File: config.mk
export PLATFORM = sky130hd
export DESIGN_NAME = iir_biquad_seq_flat
export DESIGN_NICKNAME = d
export VERILOG_FILES = /design/src/rtl/iir_biquad_seq_if.sv /design/src/rtl/iir_biquad_seq.sv /design/src/flat_wrapper.sv
export SDC_FILE = /design/constraint.sdc
export NUM_CORES = 1
export LEC_CHECK = 0
export ABC_AREA = 1
export CAP_MARGIN = 20
export CORE_MARGIN = 8
export CORE_UTILIZATION = 60
export CTS_CLUSTER_SIZE = 12
export DETAILED_ROUTE_END_ITERATION = 8
export GPL_TIMING_DRIVEN = 0
export PLACE_DENSITY = 0.91
export SETUP_SLACK_MARGIN = 0.05
export SYNTH_ARGS = -nofsm -noshare
export SYNTH_HDL_FRONTEND = slang
export SYNTH_SLANG_ARGS = --single-unit
File: constraint.sdc
create_clock -name clk -period 35.8 [get_ports clk]
set_input_delay 10.74 -clock clk [delete_from_list [all_inputs] [get_ports clk]]
set_output_delay 10.74 -clock clk [all_outputs]
set_load 0.05 [all_outputs]
File: src/rtl/iir_biquad_seq_if.sv
// Bundle between the biquad sequencer, its sample source/sink and the shared
// pipelined Q2.22 multiplier.
interface iir_biquad_seq_if #(
  parameter int unsigned DW = 24
);
  logic          clr;
  logic          in_valid;
  logic          in_ready;
  logic [DW-1:0] x_in;
  logic [DW-1:0] b0;
  logic [DW-1:0] b1;
  logic [DW-1:0] b2;
  logic [DW-1:0] a1;
  logic [DW-1:0] a2;
  logic [DW-1:0] mul_a;
  logic [DW-1:0] mul_b;
  logic          mul_valid;
  logic [DW-1:0] mul_p;
  logic          mul_p_valid;
  logic [DW-1:0] y_out;
  logic          out_valid;
  logic          sat;

  // Sequencer side.
  modport slave (
    input  clr, in_valid, x_in, b0, b1, b2, a1, a2, mul_p, mul_p_valid,
    output in_ready, mul_a, mul_b, mul_valid, y_out, out_valid, sat
  );

  // Environment side: sample source/sink plus multiplier.
  modport master (
    output clr, in_valid, x_in, b0, b1, b2, a1, a2, mul_p, mul_p_valid,
    input  in_ready, mul_a, mul_b, mul_valid, y_out, out_valid, sat
  );
endinterface

File: src/rtl/iir_biquad_seq.sv
// Direct-form-I biquad controller: issues five coefficient x history pairs to a
// shared pipelined multiplier, accumulates the products and emits a saturated y[n].
module iir_biquad_seq #(
  parameter int unsigned DW    = 24,
  parameter int unsigned ACC_W = 28
) (
  input  logic           clk,
  input  logic           rst,
  iir_biquad_seq_if.slave bus_io
);
  localparam int unsigned NPAIR = 5;
  localparam int unsigned NADD  = 3;
  localparam int unsigned CW    = 3;
  localparam int unsigned EXT_W = ACC_W - DW;

  localparam logic signed [ACC_W-1:0] SAT_MAX = {{(EXT_W + 1){1'b0}}, {(DW - 1){1'b1}}};
  localparam logic signed [ACC_W-1:0] SAT_MIN = {{(EXT_W + 1){1'b1}}, {(DW - 1){1'b0}}};
  localparam logic        [DW-1:0]    Y_MAX   = {1'b0, {(DW - 1){1'b1}}};
  localparam logic        [DW-1:0]    Y_MIN   = {1'b1, {(DW - 1){1'b0}}};

  typedef enum logic [1:0] {
    S_IDLE,
    S_ISSUE,
    S_WAIT
  } state_e;

  state_e                    state_q, state_d;
  logic [CW-1:0]             issue_q, issue_d;
  logic [CW-1:0]             pcnt_q, pcnt_d;
  logic signed [ACC_W-1:0]   acc_q, acc_d;
  logic [DW-1:0]             x_q, x_d;
  logic [DW-1:0]             coef_q [NPAIR];
  logic [DW-1:0]             coef_d [NPAIR];
  logic [DW-1:0]             x1_q, x1_d;
  logic [DW-1:0]             x2_q, x2_d;
  logic [DW-1:0]             y1_q, y1_d;
  logic [DW-1:0]             y2_q, y2_d;
  logic [DW-1:0]             mul_a_q, mul_a_d;
  logic [DW-1:0]             mul_b_q, mul_b_d;
  logic                      mul_valid_q, mul_valid_d;
  logic [DW-1:0]             y_q, y_d;
  logic                      out_valid_q, out_valid_d;
  logic                      sat_q, sat_d;

  logic [DW-1:0]             op_a_c;
  logic [DW-1:0]             op_b_c;
  logic signed [ACC_W-1:0]   prod_ext_c;
  logic signed [ACC_W-1:0]   sum_c;
  logic                      clip_hi_c;
  logic                      clip_lo_c;
  logic [DW-1:0]             ysat_c;

  // Operand pair for the issue slot; slot 0 is driven straight from the inputs at acceptance.
  always_comb begin
    op_a_c = coef_q[0];
    op_b_c = x_q;
    case (issue_q)
      CW'(1): begin
        op_a_c = coef_q[1];
        op_b_c = x1_q;
      end
      CW'(2): begin
        op_a_c = coef_q[2];
        op_b_c = x2_q;
      end
      CW'(3): begin
        op_a_c = coef_q[3];
        op_b_c = y1_q;
      end
      CW'(4): begin
        op_a_c = coef_q[4];
        op_b_c = y2_q;
      end
      default: begin
        op_a_c = coef_q[0];
        op_b_c = x_q;
      end
    endcase
  end

  // Feed-forward products are added, feedback products subtracted.
  always_comb begin
    prod_ext_c = {{EXT_W{bus_io.mul_p[DW-1]}}, bus_io.mul_p};
    sum_c      = (pcnt_q < CW'(NADD)) ? (acc_q + prod_ext_c) : (acc_q - prod_ext_c);
    clip_hi_c  = (sum_c > SAT_MAX);
    clip_lo_c  = (sum_c < SAT_MIN);
    if (clip_hi_c) begin
      ysat_c = Y_MAX;
    end else if (clip_lo_c) begin
      ysat_c = Y_MIN;
    end else begin
      ysat_c = sum_c[DW-1:0];
    end
  end

  // Next-state and registered-output logic.
  always_comb begin
    state_d     = state_q;
    issue_d     = issue_q;
    pcnt_d      = pcnt_q;
    acc_d       = acc_q;
    x_d         = x_q;
    coef_d      = coef_q;
    x1_d        = x1_q;
    x2_d        = x2_q;
    y1_d        = y1_q;
    y2_d        = y2_q;
    mul_a_d     = mul_a_q;
    mul_b_d     = mul_b_q;
    mul_valid_d = 1'b0;
    y_d         = y_q;
    out_valid_d = 1'b0;
    sat_d       = 1'b0;

    case (state_q)
      S_IDLE: begin
        if (bus_io.clr) begin
          x1_d = '0;
          x2_d = '0;
          y1_d = '0;
          y2_d = '0;
        end else if (bus_io.in_valid) begin
          x_d         = bus_io.x_in;
          coef_d[0]   = bus_io.b0;
          coef_d[1]   = bus_io.b1;
          coef_d[2]   = bus_io.b2;
          coef_d[3]   = bus_io.a1;
          coef_d[4]   = bus_io.a2;
          acc_d       = '0;
          pcnt_d      = '0;
          issue_d     = CW'(1);
          mul_valid_d = 1'b1;
          mul_a_d     = bus_io.b0;
          mul_b_d     = bus_io.x_in;
          state_d     = S_ISSUE;
        end
      end
      S_ISSUE: begin
        if (issue_q < CW'(NPAIR)) begin
          mul_valid_d = 1'b1;
          mul_a_d     = op_a_c;
          mul_b_d     = op_b_c;
          issue_d     = issue_q + CW'(1);
        end else begin
          state_d = S_WAIT;
        end
      end
      S_WAIT: begin
        state_d = S_WAIT;
      end
      default: begin
        state_d = S_IDLE;
      end
    endcase

    // Products are counted in return order, which matches issue order.
    if ((state_q != S_IDLE) && bus_io.mul_p_valid) begin
      acc_d  = sum_c;
      pcnt_d = pcnt_q + CW'(1);
      if (pcnt_q == CW'(NPAIR - 1)) begin
        y_d         = ysat_c;
        out_valid_d = 1'b1;
        sat_d       = clip_hi_c | clip_lo_c;
        x2_d        = x1_q;
        x1_d        = x_q;
        y2_d        = y1_q;
        y1_d        = ysat_c;
        pcnt_d      = '0;
        state_d     = S_IDLE;
      end
    end
  end

  always_ff @(posedge clk or posedge rst) begin
    if (rst) begin
      state_q     <= S_IDLE;
      issue_q     <= '0;
      pcnt_q      <= '0;
      acc_q       <= '0;
      x_q         <= '0;
      coef_q      <= '{default: '0};
      x1_q        <= '0;
      x2_q        <= '0;
      y1_q        <= '0;
      y2_q        <= '0;
      mul_a_q     <= '0;
      mul_b_q     <= '0;
      mul_valid_q <= 1'b0;
      y_q         <= '0;
      out_valid_q <= 1'b0;
      sat_q       <= 1'b0;
    end else begin
      state_q     <= state_d;
      issue_q     <= issue_d;
      pcnt_q      <= pcnt_d;
      acc_q       <= acc_d;
      x_q         <= x_d;
      coef_q      <= coef_d;
      x1_q        <= x1_d;
      x2_q        <= x2_d;
      y1_q        <= y1_d;
      y2_q        <= y2_d;
      mul_a_q     <= mul_a_d;
      mul_b_q     <= mul_b_d;
      mul_valid_q <= mul_valid_d;
      y_q         <= y_d;
      out_valid_q <= out_valid_d;
      sat_q       <= sat_d;
    end
  end

  // in_ready must drop in the same cycle clr is raised, so it is decoded from state and clr.
  assign bus_io.in_ready  = (state_q == S_IDLE) && !bus_io.clr;
  assign bus_io.mul_a     = mul_a_q;
  assign bus_io.mul_b     = mul_b_q;
  assign bus_io.mul_valid = mul_valid_q;
  assign bus_io.y_out     = y_q;
  assign bus_io.out_valid = out_valid_q;
  assign bus_io.sat       = sat_q;

endmodule

File: src/flat_wrapper.sv
// flat-port wrapper written by rule: the top's interface ports become plain ports
module iir_biquad_seq_flat 
#(
  parameter int unsigned DW    = 24,
  parameter int unsigned ACC_W = 28
)
  (clk, rst, bus_io_clr, bus_io_in_valid, bus_io_x_in, bus_io_b0, bus_io_b1, bus_io_b2, bus_io_a1, bus_io_a2, bus_io_mul_p, bus_io_mul_p_valid, bus_io_in_ready, bus_io_mul_a, bus_io_mul_b, bus_io_mul_valid, bus_io_y_out, bus_io_out_valid, bus_io_sat);
  iir_biquad_seq_if #(.DW(DW)) bus_io_i ();
  input  logic clk;
  input  logic rst;
  input wire logic [$bits(bus_io_i.clr)-1:0] bus_io_clr;
  input wire logic [$bits(bus_io_i.in_valid)-1:0] bus_io_in_valid;
  input wire logic [$bits(bus_io_i.x_in)-1:0] bus_io_x_in;
  input wire logic [$bits(bus_io_i.b0)-1:0] bus_io_b0;
  input wire logic [$bits(bus_io_i.b1)-1:0] bus_io_b1;
  input wire logic [$bits(bus_io_i.b2)-1:0] bus_io_b2;
  input wire logic [$bits(bus_io_i.a1)-1:0] bus_io_a1;
  input wire logic [$bits(bus_io_i.a2)-1:0] bus_io_a2;
  input wire logic [$bits(bus_io_i.mul_p)-1:0] bus_io_mul_p;
  input wire logic [$bits(bus_io_i.mul_p_valid)-1:0] bus_io_mul_p_valid;
  output wire logic [$bits(bus_io_i.in_ready)-1:0] bus_io_in_ready;
  output wire logic [$bits(bus_io_i.mul_a)-1:0] bus_io_mul_a;
  output wire logic [$bits(bus_io_i.mul_b)-1:0] bus_io_mul_b;
  output wire logic [$bits(bus_io_i.mul_valid)-1:0] bus_io_mul_valid;
  output wire logic [$bits(bus_io_i.y_out)-1:0] bus_io_y_out;
  output wire logic [$bits(bus_io_i.out_valid)-1:0] bus_io_out_valid;
  output wire logic [$bits(bus_io_i.sat)-1:0] bus_io_sat;
  assign bus_io_i.clr = bus_io_clr;
  assign bus_io_i.in_valid = bus_io_in_valid;
  assign bus_io_i.x_in = bus_io_x_in;
  assign bus_io_i.b0 = bus_io_b0;
  assign bus_io_i.b1 = bus_io_b1;
  assign bus_io_i.b2 = bus_io_b2;
  assign bus_io_i.a1 = bus_io_a1;
  assign bus_io_i.a2 = bus_io_a2;
  assign bus_io_i.mul_p = bus_io_mul_p;
  assign bus_io_i.mul_p_valid = bus_io_mul_p_valid;
  assign bus_io_in_ready = bus_io_i.in_ready;
  assign bus_io_mul_a = bus_io_i.mul_a;
  assign bus_io_mul_b = bus_io_i.mul_b;
  assign bus_io_mul_valid = bus_io_i.mul_valid;
  assign bus_io_y_out = bus_io_i.y_out;
  assign bus_io_out_valid = bus_io_i.out_valid;
  assign bus_io_sat = bus_io_i.sat;
  iir_biquad_seq #(.DW(DW), .ACC_W(ACC_W)) u_core (.clk(clk), .rst(rst), .bus_io(bus_io_i));
endmodule
==> results.toml <==
[logic_synthesis]
synth_cells = 2211
yosysSeqAreaShare_pct = 49.9
ys_seq_elements = 351
yosysUniqueCellTypes = 42
synth_area_per_cell_um2 = 7.96
syn_area_mm2 = 0.0176
async_flop_share_pct = 100
syn_nets = 2420
synth_flop_cell = "dfrtp_1"
yosys.area.top_type_share_pct = 49.9
synth-edff-count = 0
synth_top_area_cell = "dfrtp_1"
yosysWarnings = 0
yosysMostFrequentCell = "nand2_1"
ys_top_cells_by_area = "dfrtp_1 (50%), nand2_1 (14%), o21ai_0 (7.2%), inv_1 (5.0%), nand3_1 (4.9%)"
synth_commonest_cells = "nand2_1 (668), dfrtp_1 (351), o21ai_0 (253), inv_1 (233), nand3_1 (171)"

[global_route]
grt_pass1_vias = 17456
track_usage_pct = 31.9
grt_max_degree = 121
grt_first_pass_wirelength_mm = 91.1
antenna_found_initial = 0
grt.overflow.total = 0

[routing]
drt_drc_violations_left = 0
postRouteAntennaNets = 0
first_pass_iters = 6
drt_first_iter_violations = 2194
detail_route.wl_per_cell_um = 19.7
vias = 17193
drt_wl_total_mm = 57.3
viasPerCell = 5.92

[final_layout]
final_nets = 2710
multiInputGateArea_mm2 = 0.00736
register_area_mm2 = 0.00878
diodes = 0
drive_above_1_share_pct = 4.92
postLayoutCellArea_mm2 = 0.0218
fill_cells = 2010
syn_to_final_growth_pct = 23.6

[worst_setup_path]
critical_path_peak_fanout = 2
r2r_cells = 23
startpoint = "bus_io_clr"
endpoint = "bus_io_in_ready"
rr_endpoint = "u_core.bus_io.y_out[16]$_DFFE_PP0P_"
endpoint_kind = "primary output"
worstPathRequired_ns = 25.06
r2r_setup_slack_ns = 31.92
crit_arrival_ns = 12.16
crit_type = "in -> out"
rr_startpoint = "u_core.pcnt_q[0]$_DFFE_PP0P_"
crit_path_start_kind = "input port"

[worst_hold_path]
hold_path.class = "reg -> reg"

[flow_run]
drv_cap = 0

[die]
start_util_pct = 61.2
die_w_um = 187
core_mm2 = 0.0288
die_y_um = 187
rows = 62
die-area_mm2 = 0.0351
ios = 249

[timing]
clock_skew_ns = 0.0125
hold_viol = 0
tightest_slew_ns = 0.823
period_needed_ns = 22.90
setup_viol = 0
period_share_pct = 64.0
fin_tns_setup_ns = 0
grt_setup_unrepaired = "no"
fmaxAchievable_ghz = 0.0437
finalMaxSlewViolations = 0
slew-limit-headroom_pct = 45.1

[clock_network]
clock_path_buffers = 3
cts-root-buf = "clkbuf_16"
clk_pin_slew_ns = 0.06
cts_tree = "done"
cts_buffers = 38
htreeDepth = 2
clk_latency_ns = 0.52
cts_sinks = 351
post-cts-setup-buffer-count = 0
post_cts_resized = 0
cts_hold_buf = 0

[power_and_ir_drop]
p_int_mw = 1.12
clockPowerShare_pct = 17.2
peakVddDrop_mv = 0.0535
p_leak_nw = 10.4
swShare_pct = 47.6
comb_power_share_pct = 52.8
power_per_cell_area_mw_per_mm2 = 98.2
pwr-share-seq_pct = 30.0
p_sw_mw = 1.02

[place]
dpl.hpwl_mm = 42.8
port_buffers = 248
dpl_cell_area_mm2 = 0.0206
finalWeightedCongestion = 0.956

[status]
status = "finished, final reports clean"
[area by class of cell]
type	count	area share (%)
multi-input combinational	1491	33.8
timing repair buffer	250	11.7
buffer	127	2.51
clock inverter	8	0.374
inverter	242	4.22
sequential	351	40.4
clock buffer	52	4.84
tap	384	2.21
[per-stage QoR]
step | hold slack, ns | setup WS, ns | total power [mW] | utilization (%) | instances
2_1_floorplan | 0.445 | 13.64 | 1.38 | - | 2211
3_3_place_gp | 0.462 | 11.64 | 1.70 | 71.5 | 2843
3_5_place_dp | 0.468 | 12.90 | 1.74 | 71.7 | 2845
4_1_cts | 0.482 | 12.90 | 2.11 | 75.6 | 2905
5_1_grt | 0.499 | 12.86 | 2.27 | 75.6 | 2905
6_report | 0.482 | 12.90 | 2.14 | 75.6 | 2905
[power by group through the flow]
stage	Clock [mW]	Sequential (mW)	Combinational, mW
2_1_floorplan	0	0.757	0.624
5_1_grt	0.385	0.653	1.23
3_5_place_dp	0	0.639	1.10
4_1_cts	0.368	0.636	1.11
3_3_place_gp	0	0.634	1.07
6_report	0.368	0.641	1.13
[cells by family after synthesis]
| kind of cell | count (synthesis) | synth area share, % |
|---|---|---|
| flip-flops | 351 | 49.9 |
| adder cells (fa/ha/maj) | 36 | 2.60 |
| AND/OR/NAND/NOR | 994 | 23.5 |
| XOR/XNOR | 41 | 2.04 |
| AO/OA/AOI/OAI | 420 | 13.7 |
| buffers and inverters | 369 | 8.27 |
[per-layer routing]
| layer | track usage (%) | up-vias | share of wire [%] |
|---|---|---|---|
| met2 | 51.4 | 1028 | 47 |
| met3 | 6.51 | 212 | 8.9 |
| met5 | 0 | - | 0 |
| li1 | - | 7770 | - |
| met1 | 40.7 | 8183 | 39 |
| met4 | 15.5 | 0 | 4.7 |
[sequential cells by signal, indices dropped and copies added, names as in the netlist]
register,count
u_core.pcnt_q,3
u_core.y1_q,24
u_core.x2_q,24
u_core.state_q,2
u_core.coef_q,120
u_core.bus_io.mul_valid,1
u_core.bus_io.y_out,24
u_core.issue_q,3
u_core.bus_io.sat,1
u_core.bus_io.out_valid,1
u_core.bus_io.mul_b,24
u_core.y2_q,24
u_core.x_q,24
u_core.acc_q,28
u_core.bus_io.mul_a,24
u_core.x1_q,24
[cells in the final DEF (no fill, tap or decap), types with 2 or more instances in the layout]
cell type | Yosys | final
nand2_2 | 9 | 9
nor2_1 | 111 | 111
nor2_2 | 3 | 3
a31oi_1 | 51 | 51
buf_16 | 0 | 2
o21ai_0 | 253 | 253
nand3_2 | 11 | 11
a21oi_1 | 26 | 26
nand4_1 | 5 | 5
clkinv_2 | 0 | 4
buf_1 | 7 | 7
xor2_1 | 25 | 25
o31ai_1 | 3 | 3
buf_2 | 22 | 22
buf_6 | 5 | 5
nand2_4 | 3 | 3
o21ai_1 | 5 | 5
dfrtp_1 | 351 | 351
clkbuf_8 | 0 | 5
xnor2_1 | 16 | 16
clkdlybuf4s50_1 | 0 | 248
inv_1 | 233 | 232
o22ai_1 | 28 | 28
nand2_1 | 668 | 668
nand4_2 | 2 | 2
clkbuf_16 | 0 | 38
nand3_1 | 171 | 171
a221oi_1 | 48 | 48
inv_2 | 8 | 8
clkbuf_1 | 92 | 101
clkinvlp_4 | 0 | 2
nor3_1 | 5 | 5
ha_1 | 35 | 35
[worst min-delay path by stage]
stage	startpoint	slack [ns]	end	cells after the start
floorplan	u_core.state_q[1]$_DFF_PP0_	0.44	u_core.state_q[1]$_DFF_PP0_	1
global placement	u_core.coef_q[67]$_DFFE_PP0P_	0.46	u_core.coef_q[67]$_DFFE_PP0P_	2
detailed placement	u_core.coef_q[81]$_DFFE_PP0P_	0.47	u_core.coef_q[81]$_DFFE_PP0P_	2
CTS	u_core.coef_q[60]$_DFFE_PP0P_	0.48	u_core.coef_q[60]$_DFFE_PP0P_	2
global route	u_core.coef_q[79]$_DFFE_PP0P_	0.50	u_core.coef_q[79]$_DFFE_PP0P_	2
finish	u_core.coef_q[94]$_DFFE_PP0P_	0.48	u_core.coef_q[94]$_DFFE_PP0P_	2
[worst max-delay path: stages]
cell,delay [ns]
clkdlybuf4s50_1,0.45
nor2_1,0.15
clkdlybuf4s50_1,0.82
(Power assumes the default switching activity.)
